## config.mk

```make
export PLATFORM = sky130hd
export DESIGN_NAME = pc_sequencer_flat
export DESIGN_NICKNAME = d
export VERILOG_FILES = /design/src/rtl/pc_sequencer_if.sv /design/src/rtl/pc_sequencer.sv /design/src/flat_wrapper.sv
export SDC_FILE = /design/constraint.sdc
export NUM_CORES = 1
export LEC_CHECK = 0
export CORE_MARGIN = 2
export CORE_UTILIZATION = 46
export CTS_CLUSTER_DIAMETER = 200
export DETAILED_ROUTE_END_ITERATION = 7
export GPL_TIMING_DRIVEN = 1
export PLACE_DENSITY = 0.88
export SLEW_MARGIN = 0
export SYNTH_ARGS = -nofsm -noshare
export SYNTH_HDL_FRONTEND = slang
export SYNTH_SLANG_ARGS = --single-unit
```

## constraint.sdc

```tcl
create_clock -name clk -period 4.4 [get_ports clk]
set_clock_uncertainty 0.15 [all_clocks]
set_input_delay 0.88 -clock clk [delete_from_list [all_inputs] [get_ports clk]]
set_output_delay 0.88 -clock clk [all_outputs]
set_load 0.01 [all_outputs]
```

## src/rtl/pc_sequencer_if.sv

```systemverilog
// Bus bundle between the fetch-stage PC sequencer and its surroundings.
//   master : environment side (drives stall/instr/flags/redirect, observes PC outputs)
//   slave  : sequencer side (consumes control inputs, drives pc/pc_plus_inc/status)
// Signals:
//   stall, instr[15:0], flags[2:0] {N,Z,V}, reg_target, redirect_valid, redirect_target
//   pc, pc_plus_inc, fetch_valid, halted, taken_count[15:0]
interface pc_sequencer_if #(
  parameter int unsigned WIDTH = 16
);
  logic             stall;
  logic [15:0]      instr;
  logic [2:0]       flags;
  logic [WIDTH-1:0] reg_target;
  logic             redirect_valid;
  logic [WIDTH-1:0] redirect_target;
  logic [WIDTH-1:0] pc;
  logic [WIDTH-1:0] pc_plus_inc;
  logic             fetch_valid;
  logic             halted;
  logic [15:0]      taken_count;

  modport master (
    output stall, instr, flags, reg_target, redirect_valid, redirect_target,
    input  pc, pc_plus_inc, fetch_valid, halted, taken_count
  );

  modport slave (
    input  stall, instr, flags, reg_target, redirect_valid, redirect_target,
    output pc, pc_plus_inc, fetch_valid, halted, taken_count
  );
endinterface

```

## src/rtl/pc_sequencer.sv

```systemverilog
// Program-counter sequencer for the fetch stage.
// Drives the fetch PC every cycle with stall, late-stage redirect, conditional branches
// (B: PC-relative, BR: register), a halt state machine and a saturating taken counter.
// Ports:
//   clk  : rising-edge clock
//   rst  : asynchronous active-high reset
//   bus  : pc_sequencer_if.slave (control inputs in, pc/pc_plus_inc/status out)
// Build option: define PC_HALT_DRAIN_EN to insert a DRAIN state of DRAIN_CYCLES edges
// between an HLT fetch and HALTED; otherwise HLT goes straight to HALTED.
module pc_sequencer #(
  parameter int unsigned      WIDTH        = 16,
  parameter logic [WIDTH-1:0] RESET_VECTOR = '0,
  parameter int unsigned      INC          = 2,
  parameter int unsigned      DRAIN_CYCLES = 4
) (
  input logic          clk,
  input logic          rst,
  pc_sequencer_if.slave bus
);

  localparam logic [3:0] OpB   = 4'hC;
  localparam logic [3:0] OpBr  = 4'hD;
  localparam logic [3:0] OpHlt = 4'hF;

  localparam logic [1:0] StRun    = 2'd0;
`ifdef PC_HALT_DRAIN_EN
  localparam logic [1:0] StDrain  = 2'd1;
  localparam int unsigned DrainW  = (DRAIN_CYCLES > 1) ? $clog2(DRAIN_CYCLES) : 1;
`endif
  localparam logic [1:0] StHalted = 2'd2;

  logic [WIDTH-1:0] pc_q, pc_d;
  logic [WIDTH-1:0] pc_plus_inc;
  logic [WIDTH-1:0] b_offset, b_target, branch_target;
  logic [1:0]       state_q, state_d;
  logic [15:0]      cnt_q, cnt_d;
`ifdef PC_HALT_DRAIN_EN
  logic [DrainW-1:0] drain_q, drain_d;
`else
  // Keeps DRAIN_CYCLES referenced when the drain is compiled out.
  logic unused_drain_cycles;
  assign unused_drain_cycles = ^DRAIN_CYCLES;
`endif

  logic [3:0] opcode;
  logic [2:0] cond;
  logic       flag_n, flag_z, flag_v;
  logic       cond_true, is_b, is_br, is_hlt, taken;
  logic       in_run, redirect_apply, branch_apply, count_event;

  assign opcode = bus.instr[15:12];
  assign cond   = bus.instr[11:9];
  assign flag_n = bus.flags[2];
  assign flag_z = bus.flags[1];
  assign flag_v = bus.flags[0];

  assign is_b   = (opcode == OpB);
  assign is_br  = (opcode == OpBr);
  assign is_hlt = (opcode == OpHlt);

  always_comb begin
    cond_true = 1'b0;
    case (cond)
      3'b000:  cond_true = !flag_z;
      3'b001:  cond_true = flag_z;
      3'b010:  cond_true = !flag_z && !flag_n;
      3'b011:  cond_true = flag_n;
      3'b100:  cond_true = flag_z || (!flag_z && !flag_n);
      3'b101:  cond_true = flag_n || flag_z;
      3'b110:  cond_true = flag_v;
      default: cond_true = 1'b1;
    endcase
  end

  assign pc_plus_inc = pc_q + WIDTH'(INC);
  // Sign-extend the 9-bit halfword offset, then scale to bytes; sum wraps at WIDTH bits.
  assign b_offset      = WIDTH'($signed(bus.instr[8:0])) << 1;
  assign b_target      = pc_plus_inc + b_offset;
  assign branch_target = is_br ? bus.reg_target : b_target;
  assign taken         = (is_b || is_br) && cond_true;

  assign in_run         = (state_q == StRun);
  assign redirect_apply = bus.redirect_valid && (state_q != StHalted);
  assign branch_apply   = in_run && !bus.stall && !bus.redirect_valid && taken;
  // A redirect coinciding with a taken branch is a single event.
  assign count_event    = redirect_apply || branch_apply;

  always_comb begin
    pc_d = pc_q;
    if (redirect_apply) begin
      pc_d = bus.redirect_target;
    end else if (!in_run || bus.stall || is_hlt) begin
      pc_d = pc_q;
    end else if (taken) begin
      pc_d = branch_target;
    end else begin
      pc_d = pc_plus_inc;
    end
  end

  always_comb begin
    cnt_d = cnt_q;
    if (count_event && (cnt_q != 16'hFFFF)) begin
      cnt_d = cnt_q + 16'd1;
    end
  end

  always_comb begin
    state_d = state_q;
`ifdef PC_HALT_DRAIN_EN
    drain_d = drain_q;
`endif
    case (state_q)
      StRun: begin
        if (is_hlt && !bus.stall && !bus.redirect_valid) begin
`ifdef PC_HALT_DRAIN_EN
          state_d = StDrain;
          drain_d = DrainW'(DRAIN_CYCLES - 1);
`else
          state_d = StHalted;
`endif
        end
      end
`ifdef PC_HALT_DRAIN_EN
      StDrain: begin
        if (bus.redirect_valid) begin
          // The HLT was on the wrong path.
          state_d = StRun;
          drain_d = '0;
        end else if (drain_q <= DrainW'(1)) begin
          // Counter hits 0 on this edge, so HALTED lands DRAIN_CYCLES edges after the fetch.
          state_d = StHalted;
          drain_d = '0;
        end else begin
          drain_d = drain_q - DrainW'(1);
        end
      end
`endif
      default: state_d = state_q; // HALTED is sticky until reset
    endcase
  end

  always_ff @(posedge clk or posedge rst) begin
    if (rst) begin
      pc_q    <= RESET_VECTOR;
      state_q <= StRun;
      cnt_q   <= '0;
`ifdef PC_HALT_DRAIN_EN
      drain_q <= '0;
`endif
    end else begin
      pc_q    <= pc_d;
      state_q <= state_d;
      cnt_q   <= cnt_d;
`ifdef PC_HALT_DRAIN_EN
      drain_q <= drain_d;
`endif
    end
  end

  assign bus.pc          = pc_q;
  assign bus.pc_plus_inc = pc_plus_inc;
  assign bus.fetch_valid = in_run && !bus.stall;
  assign bus.halted      = (state_q == StHalted);
  assign bus.taken_count = cnt_q;

endmodule

```

## src/flat_wrapper.sv

```systemverilog
// flat-port wrapper written by rule: the top's interface ports become plain ports
module pc_sequencer_flat 
#(
  parameter int unsigned      WIDTH        = 16,
  parameter logic [WIDTH-1:0] RESET_VECTOR = '0,
  parameter int unsigned      INC          = 2,
  parameter int unsigned      DRAIN_CYCLES = 4
)
  (clk, rst, bus_stall, bus_instr, bus_flags, bus_reg_target, bus_redirect_valid, bus_redirect_target, bus_pc, bus_pc_plus_inc, bus_fetch_valid, bus_halted, bus_taken_count);
  pc_sequencer_if #(.WIDTH(WIDTH)) bus_i ();
  input logic clk;
  input logic rst;
  input wire logic [$bits(bus_i.stall)-1:0] bus_stall;
  input wire logic [$bits(bus_i.instr)-1:0] bus_instr;
  input wire logic [$bits(bus_i.flags)-1:0] bus_flags;
  input wire logic [$bits(bus_i.reg_target)-1:0] bus_reg_target;
  input wire logic [$bits(bus_i.redirect_valid)-1:0] bus_redirect_valid;
  input wire logic [$bits(bus_i.redirect_target)-1:0] bus_redirect_target;
  output wire logic [$bits(bus_i.pc)-1:0] bus_pc;
  output wire logic [$bits(bus_i.pc_plus_inc)-1:0] bus_pc_plus_inc;
  output wire logic [$bits(bus_i.fetch_valid)-1:0] bus_fetch_valid;
  output wire logic [$bits(bus_i.halted)-1:0] bus_halted;
  output wire logic [$bits(bus_i.taken_count)-1:0] bus_taken_count;
  assign bus_i.stall = bus_stall;
  assign bus_i.instr = bus_instr;
  assign bus_i.flags = bus_flags;
  assign bus_i.reg_target = bus_reg_target;
  assign bus_i.redirect_valid = bus_redirect_valid;
  assign bus_i.redirect_target = bus_redirect_target;
  assign bus_pc = bus_i.pc;
  assign bus_pc_plus_inc = bus_i.pc_plus_inc;
  assign bus_fetch_valid = bus_i.fetch_valid;
  assign bus_halted = bus_i.halted;
  assign bus_taken_count = bus_i.taken_count;
  pc_sequencer #(.WIDTH(WIDTH), .RESET_VECTOR(RESET_VECTOR), .INC(INC), .DRAIN_CYCLES(DRAIN_CYCLES)) u_core (.clk(clk), .rst(rst), .bus(bus_i));
endmodule
```

==> metrics.cfg, run 1 <==
[critical_path]
end_kind=flop
cp_cell_sequence=nand4_1, nor3_1, nand3_1, xnor2_1, ha_1, or3_1, o22ai_1, or3_1, a21oi_1, or4_1, a21oi_1, o31a_1
cp.required_ns=4.47
arrival_ns=3.70
critPathSlowestCell=or4_1
worstSetupPathType=reg -> reg
path_buf_inv=0
crit_path_start_kind=flop
cp_max_fo=7
max_stage_delay_ns=0.52
cp_top_family=simple AND/OR/NAND/NOR gates

[power]
switching_share=0.3169
p_per_area_nw_per_um2=203.2
switchingPower_mw=0.2625
combPwrFrac=0.353
power_mw=0.8285
p_seq_frac=0.395
vdd.ir_drop.worst_uv=209.4
p_leak_nw=1.667
p_clk_frac=0.252
p_int_mw=0.5659

[global_routing]
grt.total_usage=0.2533
antenna_found_initial=0
grt_pass1_vias=3060
grt_pass1_wl_um=14540
grt_max_degree=34
overflow=0

[synth]
synthesis.nets=429
netlist.area_leader.share=0.2835
yosysWarnings=0
synthCells=354
synth-edff-count=0
ys.flop_type=dfrtp_1
ys_seq_elements=33
async_reset_ff_frac=1.000
ys_seq_area_frac=0.2835
netlist_area_um2=2913
synth_area_leaders=dfrtp_1 28%, ha_1 8.2%, xnor2_1 7.5%
synth_cell_types=56
yosysTopAreaCell=dfrtp_1
avgSynthCellArea_um2=8.228

[die]
die_w_um=83.58
ioPinCount=105
die_y_um=83.58
rows=28
core_um2=6026
die-area_um2=6985
start_util=0.4834

[finish]
layout_common_cells=104 x clkdlybuf4s50_1, 35 x nor2_1, 35 x nand2_1, 33 x dfrtp_1, 25 x xnor2_1
layout_commonest_cell=clkdlybuf4s50_1
finish.utilization=0.6767
fill_cells=507
drive_gt1_frac=0.04176
area_growth_pct=39.99
fin_nets=531
antenna_cells=0

[sta]
worstMarginPinSlew_ns=0.6418
hold_viol=0
layout_setup_ws_ns=0.7740
tns_ns=0
finalMaxSlewViolations=0
setup_viol=0
max_freq_mhz=275.8
rsz0062_at_grt=no
relSlewSlack=0.5711
hold_slack_ns=0.3486
post-route-min-period_ns=3.626
finalCritPeriodShare=0.8241

[clock_network]
cts_resized=0
insertion_delay_ns=0.28
clock_path_buffers=2
post-cts-setup-buffers=0
hold_buffers=0
root_buffer=clkbuf_8
clock_sinks=33
cts_tree=yes
clk_pin_slew_ns=0.07
htree_levels=2
cts_buffers=5

[route]
routedWlPerCell_um=17.00
drt-vias-per-instance=6.013
drtIter0Drc=310
ant_nets=0
wirelength_um=9012
drc_errors=0
vias=3187
dr.pass1.iters=5

[place]
io_buffers=104
pre_cts_ws_ns=0.6061
place_congestion=0.9013
dpl.hpwl_um=7024

[run_status]
outcome=finished clean

[flow_run]
maxCapViolCount=0

[worst_hold_path]
hold_path_class=reg -> reg

-- registers in the layout, summed over array words and instances (netlist names) --
name                    count
u_core.state_q              1
u_core.bus.pc              16
u_core.bus.taken_count     16
-- worst paths after layout --
check                                                 from                    endpoint  slack [ns]  cells after the start
worst max register to register            u_core.bus.pc[3]           u_core.bus.pc[15]        0.77                     12
min in group asynchronous                              rst            u_core.bus.pc[4]        0.83                      3
max in group asynchronous                              rst            u_core.bus.pc[6]        2.97                      3
worst min register to register  u_core.bus.taken_count[14]  u_core.bus.taken_count[14]        0.35                      1
worst min-delay path            u_core.bus.taken_count[14]  u_core.bus.taken_count[14]        0.35                      1
worst max-delay path                      u_core.bus.pc[3]           u_core.bus.pc[15]        0.77                     12
-- cell families after synthesis --
logic type	Yosys count	share of synthesized area
flops	33	0.2835
simple gates	138	0.2393
mux	4	0.01460
compound gates	96	0.2225
buf+inv	27	0.04338
xor+xnor	36	0.1082
fa+ha+maj	20	0.08849
-- routing by layer --
| layer | part of all wire | wire, µm | track usage | vias up |
|---|---|---|---|---|
| met5 | 0 | 0 | 0 | - |
| met4 | 0.022 | 197 | 0.08798 | 0 |
| met3 | 0.085 | 768 | 0.05045 | 18 |
| met2 | 0.48 | 4330 | 0.4218 | 153 |
| met1 | 0.41 | 3716 | 0.3270 | 1526 |
| li1 | - | - | - | 1490 |
-- power groups by stage --
| stage | combinational (mW) | sequential (mW) | clock [mW] |
|---|---|---|---|
| 6_report | 0.292 | 0.327 | 0.209 |
| 5_1_grt | 0.315 | 0.328 | 0.229 |
| 4_1_cts | 0.288 | 0.326 | 0.215 |
| 3_5_place_dp | 0.286 | 0.332 | 0 |
| 3_3_place_gp | 0.278 | 0.332 | 0 |
| 2_1_floorplan | 0.151 | 0.333 | 0 |
-- cells in the mapped netlist (all sizes together) (3+ instances only) --
| cell | number |
|---|---|
| a211oi | 10 |
| a21o | 4 |
| a21oi | 24 |
| a31oi | 4 |
| and3 | 10 |
| clkbuf | 11 |
| dfrtp | 33 |
| ha | 19 |
| inv | 14 |
| nand2 | 35 |
| nand3 | 21 |
| nand4 | 11 |
| nor2 | 36 |
| nor2b | 4 |
| nor3 | 4 |
| o211ai | 10 |
| o21a | 3 |
| o21ai | 20 |
| o22ai | 3 |
| o311ai | 3 |
| or3 | 4 |
| xnor2 | 25 |
| xor2 | 11 |
-- metrics by stage --
step | instance area (µm²) | instances
finish | 4078 | 530
global route | 4078 | 530
CTS | 4078 | 530
detailed placement | 4004 | 524
global placement | 4004 | 524
floorplan | 2913 | 354
-- final cells by class --
type                       instances  area, µm²  area share
multi-input combinational        294       1961      0.4808
sequential                        33      825.8      0.2025
clock buffer                       5      68.82     0.01688
timing repair buffer             108       1071      0.2627
tap                               75      93.84     0.02301
clock inverter                     1      5.005    0.001227
inverter                          14      52.55     0.01289
(Power assumes the default switching activity.)
==> inputs of run 2 (changes only) <==
==> constraint.sdc (replaced) <==
create_clock -name clk -period 3.7 [get_ports clk]
set_clock_uncertainty 0.15 [all_clocks]
set_input_delay 0.74 -clock clk [delete_from_list [all_inputs] [get_ports clk]]
set_output_delay 0.74 -clock clk [all_outputs]
set_load 0.01 [all_outputs]
==> run 2 against run 1 <==
  * First-iteration DRC count is 18% lower
  * Hold slack worse by 0.0067 ns
  * Register-to-register slack worse by 0.49 ns
  * Flip-flop and latch count stayed put
  * Critical path type unchanged
  * Via count is 1.0% higher
  * Largest cell class unchanged
  * Utilization is 1.4 points higher
  * Sequential power is 19% higher
  * Global-route usage is 0.61 points higher
  * Sequential share of layout area is 0.37 points lower
==> metrics.cfg, run 2 (synthesis results as in run 1) <==
[critical_path]
crit_path_start_kind=flop
r2r_slack_ns=0.29
worstSetupPathType=reg -> reg
reg2reg_to=u_core.bus.pc[15]
cp.required_ns=3.78
arrival_ns=3.50
end_kind=flop
timing.rr.start=u_core.bus.pc[3]
cp_max_fo=7
rr_worst_depth=12
endpoint=u_core.bus.pc[15]
cp-startpoint=u_core.bus.pc[3]

[die]
start_util=0.4834
rows=28
core_um2=6026
ioPinCount=105
die-area_um2=6985
die_w_um=83.58
die_y_um=83.58

[sta]
post-route-min-period_ns=3.415
finalCritPeriodShare=0.9229
rsz0062_at_grt=no
setup_viol=0
max_freq_mhz=292.9
tns_ns=0
hold_slack_ns=0.3419
worstMarginPinSlew_ns=0.4998
relSlewSlack=0.6644
hold_viol=0
finalMaxSlewViolations=0

[clock_network]
htree_levels=2
cts_resized=0
hold_buffers=0
cts_tree=yes
clock_sinks=33
root_buffer=clkbuf_8
cts_buffers=5
insertion_delay_ns=0.29
post-cts-setup-buffers=0
clk_pin_slew_ns=0.07
clock_path_buffers=2

[route]
drc_errors=0
drt-vias-per-instance=5.974
dr.pass1.iters=5
routedWlPerCell_um=16.96
ant_nets=0
drtIter0Drc=253
wirelength_um=9143
vias=3220

[finish]
fin_nets=539
antenna_cells=0
drive_gt1_frac=0.06466
layout_commonest_cell=clkdlybuf4s50_1
area_growth_pct=42.83
seqCellArea_um2=827.0
multi_input_area_um2=1969
fill_cells=497
layout_common_cells=104 x clkdlybuf4s50_1, 35 x nor2_1, 35 x nand2_1, 32 x dfrtp_1, 24 x xnor2_1

[power]
p_leak_nw=1.714
power_mw=1.023
p_per_area_nw_per_um2=245.9
vdd.ir_drop.worst_uv=208.2

[global_routing]
overflow=0
grt.total_usage=0.2595
grt_pass1_wl_um=14950
grt_pass1_vias=3139
antenna_found_initial=0
grt_max_degree=34

[place]
io_buffers=104
dpl.hpwl_um=7165
place_congestion=0.9327

[flow_run]
maxCapViolCount=0

[run_status]
outcome=finished clean

[worst_hold_path]
hold_path_class=reg -> reg

## run 2: cell count changes in the layout (fill, tap and decap cells not counted), sizes merged
cell    previous run  this run
buf                4        12
clkbuf             5         7
clkinv             1         0
## run 2: report_power, final
part	switching, mW	total (mW)	internal, mW
Combinational	0.168	0.350	0.182
Clock	0.136	0.284	0.148
Sequential	0.0177	0.389	0.372
Total	0.322	1.02	0.701
## run 2: critical path: stages (launching register included)
cell,delay [ns]
dfrtp_1,0.47
nand4_1,0.21
nor3_1,0.31
nand3_1,0.13
xnor2_1,0.17
ha_1,0.24
or3_1,0.41
o22ai_1,0.27
or3_1,0.15
a21oi_1,0.04
or4_1,0.53
a21oi_1,0.16
o31a_1,0.12
## run 2: layout make-up
class | instances | share of cell area
clock buffer | 7 | 0.02075
multi-input combinational | 294 | 0.4734
sequential | 33 | 0.1988
inverter | 14 | 0.01263
timing repair buffer | 116 | 0.2719
tap | 75 | 0.02256
## run 2: stage by stage
stage                     instance area, µm²  utilization  worst slack [ns]  std cells
after CTS                               4150       0.6887            0.1372        539
after detailed placement                4064       0.6744            0.1241        532
after floorplan                         2913            -            0.2422        354
after global routing                    4160       0.6904           0.04955        539
after global placement                  4064       0.6744            0.1743        532
final                                   4160       0.6904            0.2853        539
## run 2: worst min-delay path by stage
stage	end	slack (ns)	from	cells past startpoint
after CTS	u_core.bus.taken_count[9]	0.34	u_core.bus.taken_count[9]	1
after floorplan	u_core.bus.taken_count[9]	0.36	u_core.bus.taken_count[9]	1
after global placement	u_core.bus.taken_count[9]	0.32	u_core.bus.taken_count[9]	1
final	u_core.bus.taken_count[9]	0.34	u_core.bus.taken_count[9]	1
after global routing	u_core.bus.taken_count[9]	0.37	u_core.bus.taken_count[9]	1
after detailed placement	u_core.bus.taken_count[9]	0.33	u_core.bus.taken_count[9]	1
## run 2: layer usage
metal / up-vias / GRT usage / part of all wire
li1: 1514 / - / -
met3: 22 / 0.06034 / 0.093
met4: 0 / 0.07478 / 0.015
met5: - / 0 / 0
met2: 178 / 0.4327 / 0.48
met1: 1506 / 0.3358 / 0.42
==> inputs of run 3 (changes only) <==
--- a/config.mk
+++ b/config.mk
@@ -11,6 +11,7 @@
 export DETAILED_ROUTE_END_ITERATION = 7
 export GPL_TIMING_DRIVEN = 1
 export PLACE_DENSITY = 0.88
+export SKIP_LAST_GASP = 1
 export SLEW_MARGIN = 0
 export SYNTH_ARGS = -nofsm -noshare
 export SYNTH_HDL_FRONTEND = slang
==> results of run 3 <==
No change in the layout: final DEF, timing and power equal those of run 2.
